### src/rtl/fetch_pkg.sv
// Shared constants and types for the instruction fetch sequencer.
// FunSel encodings match the team's 16-bit function-select registers.
package fetch_pkg;

  localparam int unsigned WORD_W = 16;
  localparam int unsigned BYTE_W = 8;

  localparam logic [1:0] FS_DEC  = 2'b00;
  localparam logic [1:0] FS_INC  = 2'b01;
  localparam logic [1:0] FS_LOAD = 2'b10;
  localparam logic [1:0] FS_CLR  = 2'b11;

  typedef enum logic [1:0] {
    ST_IDLE = 2'b00,
    ST_REQ0 = 2'b01,
    ST_REQ1 = 2'b10,
    ST_LOAD = 2'b11
  } state_t;

endpackage

### src/rtl/fetch_sequencer.sv
// Fetches one 16-bit instruction as two bytes over a req/ack byte bus and
// drives the external PC and IR function-select registers.
module fetch_sequencer
  import fetch_pkg::*;
#(
  parameter bit LOW_FIRST = 1'b1
) (
  input  logic              Clock,
  input  logic              Reset,
  input  logic              Start,
  input  logic              Flush,
  output logic              Busy,
  output logic              Done,
  input  logic [WORD_W-1:0] PcQ,
  output logic              PcE,
  output logic [1:0]        PcFunSel,
  output logic              MemReq,
  output logic [WORD_W-1:0] MemAddr,
  input  logic              MemAck,
  input  logic [BYTE_W-1:0] MemData,
  output logic [WORD_W-1:0] IrI,
  output logic              IrE,
  output logic [1:0]        IrFunSel
);

  state_t              state, state_nxt;
  logic [WORD_W-1:0]   addr;
  logic [WORD_W-1:0]   addr_p1;
  logic [BYTE_W-1:0]   byte0, byte1;
  logic [WORD_W-1:0]   word_asm;
  logic [WORD_W-1:0]   ir_hold;

  logic                ld_addr, cap0, cap1, ld_ir;
  logic                busy_c, done_c, req_c, pc_e_c, ir_e_c;
  logic [1:0]          pc_fs_c, ir_fs_c;
  logic [WORD_W-1:0]   addr_c;

  // Second byte address wraps naturally at 16 bits.
  assign addr_p1  = addr + 16'd1;
  assign word_asm = LOW_FIRST ? {byte1, byte0} : {byte0, byte1};

  always_ff @(posedge Clock) begin
    if (Reset) begin
      state   <= ST_IDLE;
      addr    <= '0;
      byte0   <= '0;
      byte1   <= '0;
      ir_hold <= '0;
    end else begin
      state <= state_nxt;
      if (ld_addr) addr    <= PcQ;
      if (cap0)    byte0   <= MemData;
      if (cap1)    byte1   <= MemData;
      if (ld_ir)   ir_hold <= word_asm;
    end
  end

  always_comb begin
    state_nxt = state;
    ld_addr   = 1'b0;
    cap0      = 1'b0;
    cap1      = 1'b0;
    ld_ir     = 1'b0;
    busy_c    = 1'b0;
    done_c    = 1'b0;
    req_c     = 1'b0;
    addr_c    = '0;
    pc_e_c    = 1'b0;
    pc_fs_c   = FS_DEC;
    ir_e_c    = 1'b0;
    ir_fs_c   = FS_DEC;

    unique case (state)
      ST_IDLE: begin
        if (Start) begin
          ld_addr   = 1'b1;
          state_nxt = ST_REQ0;
        end
      end
      ST_REQ0: begin
        busy_c = 1'b1;
        req_c  = 1'b1;
        addr_c = addr;
        if (MemAck) begin
          cap0      = 1'b1;
          pc_e_c    = 1'b1;
          pc_fs_c   = FS_INC;
          state_nxt = ST_REQ1;
        end
      end
      ST_REQ1: begin
        busy_c = 1'b1;
        req_c  = 1'b1;
        addr_c = addr_p1;
        if (MemAck) begin
          cap1      = 1'b1;
          pc_e_c    = 1'b1;
          pc_fs_c   = FS_INC;
          state_nxt = ST_LOAD;
        end
      end
      ST_LOAD: begin
        busy_c    = 1'b1;
        done_c    = 1'b1;
        ir_e_c    = 1'b1;
        ir_fs_c   = FS_LOAD;
        ld_ir     = 1'b1;
        state_nxt = ST_IDLE;
      end
      default: state_nxt = ST_IDLE;
    endcase

    // Flush overrides Start, acks and the load; the bus request stays Moore.
    if (Flush) begin
      state_nxt = ST_IDLE;
      ld_addr   = 1'b0;
      cap0      = 1'b0;
      cap1      = 1'b0;
      ld_ir     = 1'b0;
      done_c    = 1'b0;
      pc_e_c    = 1'b0;
      pc_fs_c   = FS_DEC;
      ir_e_c    = 1'b1;
      ir_fs_c   = FS_CLR;
    end

    if (Reset) begin
      busy_c  = 1'b0;
      done_c  = 1'b0;
      req_c   = 1'b0;
      addr_c  = '0;
      pc_e_c  = 1'b0;
      pc_fs_c = FS_DEC;
      ir_e_c  = 1'b0;
      ir_fs_c = FS_DEC;
    end
  end

  assign Busy     = busy_c;
  assign Done     = done_c;
  assign MemReq   = req_c;
  assign MemAddr  = addr_c;
  assign PcE      = pc_e_c;
  assign PcFunSel = pc_fs_c;
  assign IrE      = ir_e_c;
  assign IrFunSel = ir_fs_c;
  // Outside LOAD the word holds the last value actually handed to the IR.
  assign IrI      = Reset ? '0 : ((state == ST_LOAD) ? word_asm : ir_hold);

endmodule

### config.mk
export PLATFORM = sky130hd
export DESIGN_NAME = fetch_sequencer
export DESIGN_NICKNAME = d
export VERILOG_FILES = /design/src/rtl/fetch_pkg.sv /design/src/rtl/fetch_sequencer.sv
export SDC_FILE = /design/constraint.sdc
export NUM_CORES = 1
export LEC_CHECK = 0
export BUFFER_PORTS_ARGS = -buffer_cell sky130_fd_sc_hd__buf_4
export CAP_MARGIN = 10
export CORE_MARGIN = 2
export CORE_UTILIZATION = 53
export DETAILED_ROUTE_END_ITERATION = 16
export PLACE_DENSITY = 0.8
export SLEW_MARGIN = 20
export SYNTH_ARGS = -nofsm -noshare
export SYNTH_HDL_FRONTEND = slang
export SYNTH_SLANG_ARGS = --single-unit
### constraint.sdc
create_clock -name Clock -period 2.6 [get_ports Clock]
set_input_delay 0.52 -clock Clock [delete_from_list [all_inputs] [get_ports Clock]]
set_output_delay 0.52 -clock Clock [all_outputs]
set_load 0.02 [all_outputs]
==> run metrics <==
DR vias=2,638; drt wl/cell=13.7 microns; Combinational Power Share=11.9%; Sequential Area=0.00101 sq mm; LEAKAGE=1.24 nW; critical path type=reg2out; Initial Utilization=55.7%; Final ANT Viol Nets=0; max-cap violation count=0; Stages on worst setup path=7; commonest non-fill, non-tap cell in the layout=nand2_1; Post-synth top flop=dfxtp_1; Core Footprint=0.00482 sq mm; non-filler cells, final=484; Antenna Cells=0; highest clock rate=0.404 GHz; die extent in x=75.2 microns; port bufs=68; drt pass-1 iters=4; Switching Share=27.1%; setup TNS=0 ps; Root Driver=clkbuf_8; layout cells sized above 1=24.2%; Critical Path Most Common Cell=buf_4; Yosys top cell area share=37.3%; initial antenna violation count=0; Total GRT Usage=23.9%; sequential element share of the synthesized area=37.3%; register share of total power=56.3%; Mapped Avg Cell Area=7.36 sq um; Post-layout nets=452; number of remaining DRC errors=0; endpoints failing setup=0; share of flip-flops with an asynchronous set or reset=0%; placed instance area=0.00318 sq mm; H-tree lvl count=2; final core utilization=68.7%; Reg2Reg Depth=7; TritonCTS clock tree=yes; Final HPWL DP=4.60 mm; Worst Path Arrival=1960 ps; clock tree buffer depth=2; status=finished clean; EDFF count, synth=0; PwrDens=431 mW/mm^2; Crit path max-delay family=simple AND/OR/NAND/NOR gates; Synth warnings=0; post-synthesis register bit count=50; Crit path largest cell delay=390 ps; Die H=75.2 microns; synthesized area=0.00269 sq mm; Iteration-0 DRC Markers=150; Buf/Inv on CP=3; fillers=440; RSZ-0062 raised after global routing=no; Worst-path clk slew=90 ps; Crit-path slowest cell=or4_1; WHS Path Cells=2; CP max FO=9; clock group share of total power=31.8%; Rows=25; design area=0.00331 sq mm; placed cells=476; crit end category=primary output; Net Sw Power=387 uW; post-layout minimum cycle time=2480 ps; crit start category=flip-flop; drt via density=5.45; P_int=1.04 mW; CTS sink count=50; DIE AREA=0.00565 sq mm; syn_nets=400; pin count of the biggest net entering global routing=65; crit-path cells=inv_1, ha_4, nand3b_1, buf_4, or4_1, nand3_1, buf_4; fin. max-slew vios=0; Rel. slew slack=57.1%; area delta synth->final=23.3%; DP Worst Slack=271 ps; vias in the first global route=2,225; CTS Buf Count=5; Fin. Hold Viols=0; area leader, netlist=dfxtp_1; maximum VDD drop=0.247 mV; global-route wire length before repair=10.5 mm; Worst-Margin Slew=644 ps; commonest cells after routing, fill and taps aside=nand2_1 (93), buf_4 (79), a21oi_1 (52), dfxtp_1 (45), nor2_1 (23); clock skew=5.95 ps; Final period util=95.3%; WL final=6.61 mm; gr ovfl total=0; Setup WS post-layout=122 ps; worst path required time=2080 ps; most area-consuming cells after synthesis=dfxtp_1 (37%), nand2_1 (13%), a21oi_1 (9.7%), mux2i_1 (6.7%), nand3_1 (3.9%); # IOs=70; multi-input logic area=0.00152 sq mm; count of cell types in the netlist=40; Post-Synthesis Cells=365; Hold Buf Count CTS=0; worst hold-check path type=in2reg; Clk Latency, worst-skew pair=310 ps; placer congestion estimate=0.862
==> logic make-up (layout without fill, tap and decap cells) <==
family / Yosys count / count (layout) / share of synthesized area (%)
AO/OA/AOI/OAI: 86 / 86 / 18.8
other: 1 / 1 / 0.140
AND/OR/NAND/NOR: 164 / 164 / 27.0
buffers and inverters: 40 / 92 / 7.27
adder cells (fa/ha/maj): 6 / 6 / 2.80
multiplexers: 18 / 18 / 6.71
flip-flops: 50 / 50 / 37.3
==> power groups by stage <==
stage | combinational [mW] | clock [mW] | sequential [mW]
finish | 0.170 | 0.454 | 0.803
global route | 0.188 | 0.490 | 0.806
CTS | 0.165 | 0.459 | 0.802
detailed placement | 0.164 | 0 | 0.819
global placement | 0.162 | 0 | 0.819
floorplan | 0.103 | 0 | 0.812
==> area by class of cell <==
type,count,share of cell area (%)
multi-input cells,275,45.9
flip-flops and latches,50,30.4
repair buffers,79,17.9
well taps,67,2.53
clock buffers,5,2.08
inverters,6,0.680
clock inverters,2,0.454
==> state kept, by name, indices dropped and copies added (netlist names) <==
signal,cells
addr,16
ir_hold,16
byte0,8
byte1,8
state,2
==> metrics by stage <==
| stage | power [mW] | hold WS, ps |
|---|---|---|
| 2_1_floorplan | 0.915 | 436 |
| 3_3_place_gp | 0.981 | 441 |
| 3_5_place_dp | 0.983 | 446 |
| 4_1_cts | 1.43 | 444 |
| 5_1_grt | 1.48 | 446 |
| 6_report | 1.43 | 439 |
==> per-layer routing <==
metal | GRT usage [%] | share of wire, %
met3 | 4.55 | 4.2
met5 | 0 | 0
met2 | 36.2 | 47
met1 | 35.0 | 48
met4 | 6.04 | 0.92
==> final timing paths <==
check                                 from     endpoint  slack [ps]
worst max-delay path              state[1]  MemAddr[14]         120
worst min-delay path                 Flush     state[1]         440
worst max register to register    state[1]     state[1]         800
worst min register to register  ir_hold[6]   ir_hold[6]         460
==> Yosys cell counts (all sizes together), types with 2 or more instances <==
master / n
nand4b: 2
nor3: 3
a21oi: 52
clkbuf: 18
a311oi: 4
mux2i: 18
a31oi: 7
and4: 3
nand3: 21
o41ai: 2
a211oi: 2
a41oi: 4
dfxtp: 50
nor2b: 4
o21ai: 7
nor2: 24
nand2: 94
nand2b: 2
inv: 6
buf: 16
ha: 6
nand3b: 2
and2: 3
and3: 3
==> timing repair <==
item / in CTS / in global routing
pin swaps: 1 / 0
setup endpoints to repair: 2 / 10
buffers inserted: 1 / 0
gates resized for setup: 0 / 13
cloned: 0 / 0
Power figures use the tool's default switching activity.
